**src/rtl/calc_key_sequencer.sv**
```systemverilog
// calc_key_sequencer: turns PS/2 set-2 scan bytes into calculator tokens
// (digit / operator / enter / clear). It handles break and extended prefixes,
// suppresses typematic repeats, abandons stalled prefixes and queues the
// tokens in a small FIFO.
module calc_key_sequencer #(
    parameter int FIFO_DEPTH     = 4,
    parameter int TIMEOUT_CYCLES = 1000000
) (
    input  logic       clk,
    input  logic       reset,
    input  logic [7:0] scan_code,
    input  logic       scan_ready,
    output logic       tok_valid,
    input  logic       tok_ready,
    output logic [1:0] tok_type,
    output logic [3:0] tok_val,
    output logic       err_pulse,
    output logic       overflow,
    output logic       timeout_pulse
);
    localparam int PW = $clog2(FIFO_DEPTH);
    localparam int TW = $clog2(TIMEOUT_CYCLES + 1);

    localparam logic [1:0] TT_DIGIT = 2'd0;
    localparam logic [1:0] TT_OP    = 2'd1;
    localparam logic [1:0] TT_ENTER = 2'd2;
    localparam logic [1:0] TT_CLEAR = 2'd3;

    typedef enum logic [1:0] {S_IDLE, S_BRK, S_EXT, S_EXT_BRK} state_t;

    // Make-code map: {recognised, type, value}
    function automatic logic [6:0] decode_make(input logic [7:0] c);
        case (c)
            8'h45:   decode_make = {1'b1, TT_DIGIT, 4'd0};
            8'h16:   decode_make = {1'b1, TT_DIGIT, 4'd1};
            8'h1E:   decode_make = {1'b1, TT_DIGIT, 4'd2};
            8'h26:   decode_make = {1'b1, TT_DIGIT, 4'd3};
            8'h25:   decode_make = {1'b1, TT_DIGIT, 4'd4};
            8'h2E:   decode_make = {1'b1, TT_DIGIT, 4'd5};
            8'h36:   decode_make = {1'b1, TT_DIGIT, 4'd6};
            8'h3D:   decode_make = {1'b1, TT_DIGIT, 4'd7};
            8'h3E:   decode_make = {1'b1, TT_DIGIT, 4'd8};
            8'h46:   decode_make = {1'b1, TT_DIGIT, 4'd9};
            8'h55:   decode_make = {1'b1, TT_OP,    4'd0};
            8'h4E:   decode_make = {1'b1, TT_OP,    4'd1};
            8'h5A:   decode_make = {1'b1, TT_ENTER, 4'd0};
            8'h76:   decode_make = {1'b1, TT_CLEAR, 4'd0};
            default: decode_make = 7'd0;
        endcase
    endfunction

    // Reset: asserts asynchronously, releases after two clock edges
    logic [1:0] rst_sync_q, rst_sync_d;
    logic       rst_n;
    assign rst_sync_d = {rst_sync_q[0], 1'b1};
    assign rst_n      = rst_sync_q[1];

    // Reset synchronizer register
    always_ff @(posedge clk or negedge reset) begin
        if (!reset) rst_sync_q <= '0;
        else        rst_sync_q <= rst_sync_d;
    end

    state_t              state_q, state_d;
    logic [7:0]          held_q, held_d;
    logic [TW-1:0]       tmo_q, tmo_d;
    logic                err_q, err_d;
    logic                tpls_q, tpls_d;
    logic                push;
    logic [5:0]          push_tok;
    logic [6:0]          mk;

    logic [FIFO_DEPTH-1:0][5:0] mem_q, mem_d;
    logic [PW-1:0]       wptr_q, wptr_d, rptr_q, rptr_d;
    logic [PW:0]         cnt_q, cnt_d;
    logic                ovf_q, ovf_d;
    logic                pop, full, do_push;

    // Decoder next state: prefix tracking, typematic filter, prefix timeout
    always_comb begin
        state_d  = state_q;
        held_d   = held_q;
        tmo_d    = tmo_q;
        err_d    = 1'b0;
        tpls_d   = 1'b0;
        push     = 1'b0;
        push_tok = '0;
        mk       = decode_make(scan_code);
        if (scan_ready) begin
            tmo_d = '0;
            case (state_q)
                S_IDLE: begin
                    if (scan_code == 8'hF0)      state_d = S_BRK;
                    else if (scan_code == 8'hE0) state_d = S_EXT;
                    else if (!mk[6])             err_d   = 1'b1;
                    else if (scan_code != held_q) begin
                        push     = 1'b1;
                        push_tok = mk[5:0];
                        held_d   = scan_code;
                    end
                end
                S_BRK: begin
                    state_d = S_IDLE;
                    if (scan_code == held_q) held_d = 8'h00;
                end
                S_EXT: begin
                    if (scan_code == 8'hF0) state_d = S_EXT_BRK;
                    else begin
                        state_d = S_IDLE;
                        if (scan_code == 8'h5A) begin
                            push     = 1'b1;
                            push_tok = {TT_ENTER, 4'd0};
                        end
                    end
                end
                default: state_d = S_IDLE;
            endcase
        end else if (state_q != S_IDLE) begin
            if (tmo_q == TW'(TIMEOUT_CYCLES - 1)) begin
                state_d = S_IDLE;
                tmo_d   = '0;
                tpls_d  = 1'b1;
            end else begin
                tmo_d = tmo_q + 1'b1;
            end
        end else begin
            tmo_d = '0;
        end
    end

    assign tok_valid = (cnt_q != '0);
    assign full      = (cnt_q == (PW+1)'(FIFO_DEPTH));
    assign pop       = tok_valid & tok_ready;
    assign tok_type  = tok_valid ? mem_q[rptr_q][5:4] : 2'd0;
    assign tok_val   = tok_valid ? mem_q[rptr_q][3:0] : 4'd0;

    // Token FIFO next state; a full FIFO still accepts a push when popping
    always_comb begin
        mem_d   = mem_q;
        wptr_d  = wptr_q;
        rptr_d  = rptr_q;
        cnt_d   = cnt_q;
        ovf_d   = ovf_q;
        do_push = push & (~full | pop);
        if (push & full & ~pop) ovf_d = 1'b1;
        if (do_push) begin
            mem_d[wptr_q] = push_tok;
            wptr_d        = wptr_q + 1'b1;
        end
        if (pop) rptr_d = rptr_q + 1'b1;
        case ({do_push, pop})
            2'b10:   cnt_d = cnt_q + 1'b1;
            2'b01:   cnt_d = cnt_q - 1'b1;
            default: cnt_d = cnt_q;
        endcase
    end

    assign err_pulse     = err_q;
    assign timeout_pulse = tpls_q;
    assign overflow      = ovf_q;

    // State registers
    always_ff @(posedge clk or negedge rst_n) begin
        if (!rst_n) begin
            state_q <= S_IDLE;
            held_q  <= 8'h00;
            tmo_q   <= '0;
            err_q   <= 1'b0;
            tpls_q  <= 1'b0;
            mem_q   <= '0;
            wptr_q  <= '0;
            rptr_q  <= '0;
            cnt_q   <= '0;
            ovf_q   <= 1'b0;
        end else begin
            state_q <= state_d;
            held_q  <= held_d;
            tmo_q   <= tmo_d;
            err_q   <= err_d;
            tpls_q  <= tpls_d;
            mem_q   <= mem_d;
            wptr_q  <= wptr_d;
            rptr_q  <= rptr_d;
            cnt_q   <= cnt_d;
            ovf_q   <= ovf_d;
        end
    end
endmodule

```
**config.mk**
```make
export PLATFORM = sky130hd
export DESIGN_NAME = calc_key_sequencer
export DESIGN_NICKNAME = d
export VERILOG_FILES = /design/src/rtl/calc_key_sequencer.sv
export SDC_FILE = /design/constraint.sdc
export NUM_CORES = 1
export LEC_CHECK = 0
export ABC_AREA = 1
export CAP_MARGIN = 30
export CORE_UTILIZATION = 60
export CTS_BUF_LIST = sky130_fd_sc_hd__clkbuf_8
export DETAILED_ROUTE_END_ITERATION = 10
export DONT_BUFFER_PORTS = 1
export PLACE_DENSITY = 0.73
export SYNTH_ARGS = -nofsm -noshare
export SYNTH_HDL_FRONTEND = slang
export SYNTH_SLANG_ARGS = --single-unit
```
**constraint.sdc**
```tcl
create_clock -name clk -period 5.4 [get_ports clk]
set_input_delay 0 -clock clk [delete_from_list [all_inputs] [get_ports clk]]
set_output_delay 0 -clock clk [all_outputs]
set_load 0.01 [all_outputs]
```
==> out/qor.yml, run 1 <==
timing:
  clock.fmax_ghz: 0.4108
  worst-slew-pin-transition_ps: 784.0
  drv_slew: 0
  finalSetupViolCount: 0
  fin_setup_tns_ps: 0
  finalCriticalPeriod_ps: 2434
  fin_crit_sh_pct: 45.08
  finalWorstSetupSlack_ps: 2966
  slew_headroom_pct: 47.73
  skew_ps: 8.551
  rsz0062_at_grt: "no"
  finalHoldViolations: 0
yosys:
  synth_top_area_share_pct: 45.22
  synth_nets: 481
  yosys_warnings: 0
  synth_flop_cell: "dfrtp_1"
  synth_area_leaders: "dfrtp_1 45%, nand2_1 11%, o21ai_0 6.3%"
  synth-edff-count: 0
  synth-seq-cells: 66
  syn_area_um2: 3652
  post-synth-top-area-cell: "dfrtp_1"
  synth_cell_type_count: 36
  synthArstFlopShare_pct: 100.0
  synth_cells: 463
  synth_seq_area_share_pct: 45.22
  syn_avg_cell_area_um2: 7.888
setup_path:
  critPathKind: "in2reg"
  crit_fanout: 6
  r2r_start: "state_q[1]"
  critPathCaptureType: "register"
  cp_top_family: "buffers and inverters"
  cp_num_buf_inv: 5
  start_kind: "input port"
  crit_top_cell: "inv_1"
  path_cells: "dlygate4sd3_1, nor3_2, dlygate4sd3_1, nand3_2, nand2_1, nor2_1, nand3_4, nand3_1, inv_1, fa_1, inv_1, nand4_1, nand3_1, nand2_1, inv_1"
  cpPeakStageDelay_ps: 570
  crit_required_ps: 5680
  startpoint: "scan_code[3]"
  crit_arrival_ps: 2710
  crit_slowest_cell: "dlygate4sd3_1"
drt:
  vias: 2964
  wl_per_cell_um: 13.26
  drc_errors: 0
  drtAntennaViolNets: 0
  viasPerCell: 5.312
  wl_um: 7401
  drt_first_iter_violations: 215
  dr.pass1.iters: 4
global_route:
  overflow: 0
  antenna_found_initial: 0
  grt_start_max_net_pins: 65
  grt_pass1_vias: 2911
  grt_usage_pct: 26.15
  grt_pass1_wl_um: 12800
pwr:
  vdd_ir_drop_max_mv: 0.2081
  cellPowerDensity_nw_per_um2: 358.0
  leakagePower_uw: 0.001926
  total_power_uw: 1429
floorplan:
  core_um2: 5886
  rows: 28
  dieWidth_um: 80.02
  die_height_um: 80.02
  start_util_pct: 62.05
  die_area_um2: 6403
  io_pins: 22
final_layout:
  drive_gt1_share_pct: 10.14
  final_cell_mix: "107 x nand2_1, 65 x dfrtp_1, 58 x nor2_1, 53 x inv_1, 46 x o21ai_0"
  nets: 497
  fin_util_pct: 67.81
  synthToLayoutAreaGrowth_pct: 9.284
  antennaDiodeCount: 0
  fillers: 511
  final_common_cell: "nand2_1"
cts:
  cts_buffers: 9
  hold_buffers: 12
  cts_resized: 0
  path_clk_slew_ps: 60
  cts_setup_buffers: 0
  cts_sinks: 66
  clockRootBuffer: "clkbuf_8"
  clockBufferDepth: 2
  insertion_delay_ps: 340
  cts_max_level: 3
  cts_tree: "done"
place:
  routabilityCongestion: 0.8828
  port_buffers: 0
  hpwl_um: 5211
  dp_slack_ps: 3204
run_status:
  status: "finished, final reports clean"
min_path:
  hold_path_class: "in2reg"
  hp-start: "scan_code[2]"
run:
  cap_violations: 0
## area by class of cell
cell class / count / area [um^2] / share of cell area [%]
multi-input combinational: 331 / 1722 / 43.13
clock inverter: 4 / 18.77 / 0.4702
inverter: 58 / 225.2 / 5.643
timing repair buffer: 13 / 127.6 / 3.197
tap: 75 / 93.84 / 2.351
clock buffer: 11 / 151.4 / 3.793
sequential: 66 / 1653 / 41.41
## power breakdown
part | internal [uW] | switching, uW | total, uW
clock | 185 | 180 | 365
combinational | 150 | 264 | 414
sequential | 572 | 77.5 | 650
total | 907 | 521 | 1430
## worst paths after layout
| path | cells past startpoint | endpoint | slack (ps) |
|---|---|---|---|
| worst max-delay path | 15 | cnt_q[2] | 2970 |
| worst min-delay path | 5 | state_q[1] | 20 |
| worst max register to register | 12 | cnt_q[2] | 3170 |
| worst min register to register | 0 | rst_sync_q[1] | 350 |
| max in group asynchronous | 1 | held_q[2] | 4460 |
| min in group asynchronous | 2 | rst_sync_q[0] | 420 |
## synth_stat cells, types with 2 or more instances
cell,instances
a21oi_1,23
a31oi_1,2
buf_6,3
clkbuf_1,4
dfrtp_1,66
ha_1,5
inv_1,52
inv_2,5
nand2_1,107
nand2_2,2
nand2_4,6
nand3_1,12
nand4_1,10
nor2_1,58
nor2_2,3
nor3_1,6
nor4_1,5
o21ai_0,46
o21ai_1,6
o21ai_2,9
xnor2_1,12
xor2_1,7
## registers in the layout, summed over array words and instances (netlist names)
signal / count
rst_sync_q: 2
overflow: 1
state_q: 2
held_q: 8
cnt_q: 3
mem_q: 24
timeout_pulse: 1
err_pulse: 1
wptr_q: 2
rptr_q: 2
tmo_q: 20
## per-stage QoR
stage / hold slack, ps / cell area (um^2) / std cells
finish: 21.40 / 3991 / 558
global route: 48.84 / 3991 / 558
CTS: 16.74 / 3991 / 558
detailed placement: -295.6 / 3701 / 531
global placement: -295.6 / 3701 / 531
floorplan: -295.6 / 3652 / 463
## layer usage
| metal | vias up | wire length (um) | track usage (%) |
|---|---|---|---|
| li1 | 1524 | - | - |
| met1 | 1387 | 3342 | 31.24 |
| met2 | 43 | 3709 | 45.56 |
| met3 | 10 | 240 | 6.629 |
| met4 | 0 | 108 | 8.929 |
| met5 | - | 0 | 0 |
## logic make-up after synthesis
logic type,count (synthesis),synth area share [%]
other cells,1,0.1027
compound gates,88,13.33
buf+inv,66,7.639
fa+ha+maj,6,2.261
flops,66,45.22
xor+xnor,19,4.556
simple gates,217,26.89
## worst min-delay path, cell delays in order
cell,delay (ps)
nor3_2,30
nand2_1,70
nand2_1,70
nand2_1,60
o21ai_0,80
(Power assumes the default switching activity.)
==> run 2, diff against run 1 <==
--- a/config.mk
+++ b/config.mk
@@ -5,13 +5,13 @@
 export SDC_FILE = /design/constraint.sdc
 export NUM_CORES = 1
 export LEC_CHECK = 0
-export ABC_AREA = 1
+export ABC_AREA = 0
 export CAP_MARGIN = 30
 export CORE_UTILIZATION = 60
 export CTS_BUF_LIST = sky130_fd_sc_hd__clkbuf_8
 export DETAILED_ROUTE_END_ITERATION = 10
 export DONT_BUFFER_PORTS = 1
-export PLACE_DENSITY = 0.73
+export PLACE_DENSITY = 0.76
 export SYNTH_ARGS = -nofsm -noshare
 export SYNTH_HDL_FRONTEND = slang
 export SYNTH_SLANG_ARGS = --single-unit
==> constraint.sdc (replaced) <==
create_clock -name clk -period 2.1 [get_ports clk]
set_input_delay 0 -clock clk [delete_from_list [all_inputs] [get_ports clk]]
set_output_delay 0 -clock clk [all_outputs]
set_load 0.01 [all_outputs]
==> out/qor.yml, run 2 <==
run:
  cap_violations: 0
timing:
  finalCriticalPeriod_ps: 2456
  finalHoldViolations: 1
  finalSetupViolCount: 30
  worst-slew-pin-transition_ps: 583.1
  hold_ws_ps: -14.44
  finalWorstSetupSlack_ps: -355.5
  slew_headroom_pct: 61.13
  clock.fmax_ghz: 0.4072
  fin_crit_sh_pct: 116.9
  skew_ps: 11.53
  rsz0062_at_grt: "yes"
  drv_slew: 0
final_layout:
  final_common_cell: "dfrtp_1"
  fin_util_pct: 78.40
  synthToLayoutAreaGrowth_pct: 22.62
  drive_gt1_share_pct: 21.57
  largestRegisters: "mem_q (24), tmo_q (20), held_q (8)"
  regMostFlops: "mem_q"
  final_cell_mix: "65 x dfrtp_1, 34 x nand2_1, 31 x nor2_1, 31 x buf_4, 17 x xnor2_1"
  design_area_um2: 4423
  nets: 421
  largest_reg_flops: 24
  antennaDiodeCount: 0
  final_cells: 480
run_status:
  status: "finished, violations left"
  violations: "hold timing, setup timing"
floorplan:
  rows: 27
  core_um2: 5642
  io_pins: 22
  start_util_pct: 63.94
  die_height_um: 79.54
  dieWidth_um: 79.54
  die_area_um2: 6326
global_route:
  grt_start_max_net_pins: 42
  grt_usage_pct: 28.34
  grt_pass1_vias: 2855
  antenna_found_initial: 0
  grt_pass1_wl_um: 13520
  overflow: 0
yosys:
  synth_nets: 377
  synth_top_area_share_pct: 45.79
  synth-edff-count: 0
  synthArstFlopShare_pct: 100.0
  synthTopCellsByCount: "66 x dfrtp_1, 34 x nand2_1, 33 x nor2_1, 20 x o21ai_0, 18 x xnor2_1"
  synth_cells: 359
  yosys_warnings: 0
  syn_avg_cell_area_um2: 10.05
  synth_flop_cell: "dfrtp_1"
  syn_area_um2: 3607
  synth_seq_area_share_pct: 45.79
  post-synth-top-area-cell: "dfrtp_1"
  synth-seq-cells: 66
  synth_cell_type_count: 56
  synth_area_leaders: "dfrtp_1 46%, xnor2_1 4.4%, o2bb2ai_1 3.9%"
  synthMostInstantiatedCell: "dfrtp_1"
min_path:
  whs_path_depth: 4
  hold_end: "cnt_q[1]"
  hp-start: "tok_ready"
  hold_path_class: "in2reg"
setup_path:
  reg2regPathDepth: 10
  cp_num_buf_inv: 0
  r2r_start: "state_q[0]"
  critPathKind: "reg2reg"
  critPathCaptureType: "register"
  crit_arrival_ps: 2710
  crit_fanout: 4
  path_cells: "nand2b_4, a311o_1, o21ba_4, a21boi_4, and3b_2, fa_2, nand2_1, a21oi_2, a21oi_1, o211ai_1"
  crit_required_ps: 2360
  start_kind: "register"
  regToRegSetupSlack_ps: -360
  crit_slowest_cell: "fa_2"
  reg2reg_to: "cnt_q[1]"
  cpPeakStageDelay_ps: 560
  cp_top_family: "compound AO/OA/AOI/OAI gates"
pwr:
  total_power_uw: 3833
  cellPowerDensity_nw_per_um2: 866.7
  leakagePower_uw: 0.001934
  vdd_ir_drop_max_mv: 0.6902
place:
  dp.cells: 436
  routabilityCongestion: 0.7880
  detailed_place.area_um2: 3817
  dp_slack_ps: -337.9
  hpwl_um: 5220
  port_buffers: 0
cts:
  cts_max_level: 3
  clockBufferDepth: 2
  insertion_delay_ps: 340
  cts_tree: "done"
  cts_sinks: 66
  cts_buffers: 9
  path_clk_slew_ps: 70
  clockRootBuffer: "clkbuf_8"
drt:
  wl_um: 8523
  drc_errors: 0
  dr.pass1.iters: 5
  drtAntennaViolNets: 0
  vias: 2943
  drt_first_iter_violations: 219
  wl_per_cell_um: 17.76
  viasPerCell: 6.131
-- run 2: cell types whose count changed in the layout (fill, tap and decap cells not counted), moves of 9 or more --
| cell | delta |
|---|---|
| a21oi_1 | -16 |
| and2_1 | +9 |
| buf_4 | +30 |
| inv_1 | -42 |
| mux2i_1 | +9 |
| nand2_1 | -73 |
| nor2_1 | -27 |
| o21ai_0 | -36 |
| o2bb2ai_1 | +13 |
-- run 2: where the power goes --
part,leakage [uW],internal [uW],switching (uW)
combinational,0.000944,499,539
clock,0.000113,692,497
sequential,0.000876,1430,179
-- run 2: stage by stage --
| stage | setup TNS [ps] | hold slack, ps |
|---|---|---|
| 2_1_floorplan | -691.6 | -295.6 |
| 3_3_place_gp | -852.5 | -295.5 |
| 3_5_place_dp | -1758 | -295.5 |
| 4_1_cts | -529.3 | -206.5 |
| 5_1_grt | -7732 | 38.75 |
| 6_report | -5251 | -14.44 |
-- run 2: logic make-up after synthesis --
family / count (synthesis) / synth area share, %
compound gates: 65 / 12.52
xor+xnor: 31 / 7.527
fa+ha+maj: 6 / 2.289
buf+inv: 31 / 4.093
flops: 66 / 45.79
mux: 16 / 6.556
other cells: 1 / 0.1040
simple gates: 143 / 21.12
-- run 2: how the worst max path moves through the flow --
| stage | endpoint | depth (start not counted) | from | slack, ps |
|---|---|---|---|---|
| floorplan | cnt_q[1] | 9 | state_q[0] | -410 |
| global placement | cnt_q[1] | 9 | state_q[0] | -260 |
| detailed placement | cnt_q[1] | 9 | state_q[0] | -340 |
| CTS | cnt_q[1] | 9 | state_q[0] | -310 |
| global route | cnt_q[1] | 10 | state_q[0] | -450 |
| finish | cnt_q[1] | 10 | state_q[0] | -360 |
-- run 2: repair_timing --
| item | CTS | global route |
|---|---|---|
| endpoints found under the hold margin | 36 | 2 |
| pin swaps | 4 | 8 |
| resized for setup | 5 | 33 |
| setup buffers | 2 | 10 |
| endpoints found under the setup margin | 23 | 29 |
| hold buffers | 14 | 1 |
| cloned | 0 | 1 |
-- run 2: cell type report --
type | count | area [um^2]
clock buffers | 10 | 137.6
clock inverters | 6 | 81.33
fillers | 353 | 1219
inverters | 11 | 41.29
multi-input cells | 262 | 1941
flip-flops and latches | 66 | 1653
well taps | 72 | 90.09
repair buffers | 53 | 479.2
-- run 2: metal layers --
metal	vias to the layer above	wire length, um	global-route usage, %
li1	1357	-	-
met1	1434	3676	38.65
met2	119	4005	43.68
met3	33	548	5.143
met4	0	292	13.82
met5	-	0	0
-- run 2: worst register-to-register path, stage by stage, from the launching register on --
cell and delay, ps:
dfrtp_1 390, nand2b_4 140, a311o_1 280, o21ba_4 230, a21boi_4 180, and3b_2 240, fa_2 560, nand2_1 80
a21oi_2 130, a21oi_1 60, o211ai_1 90
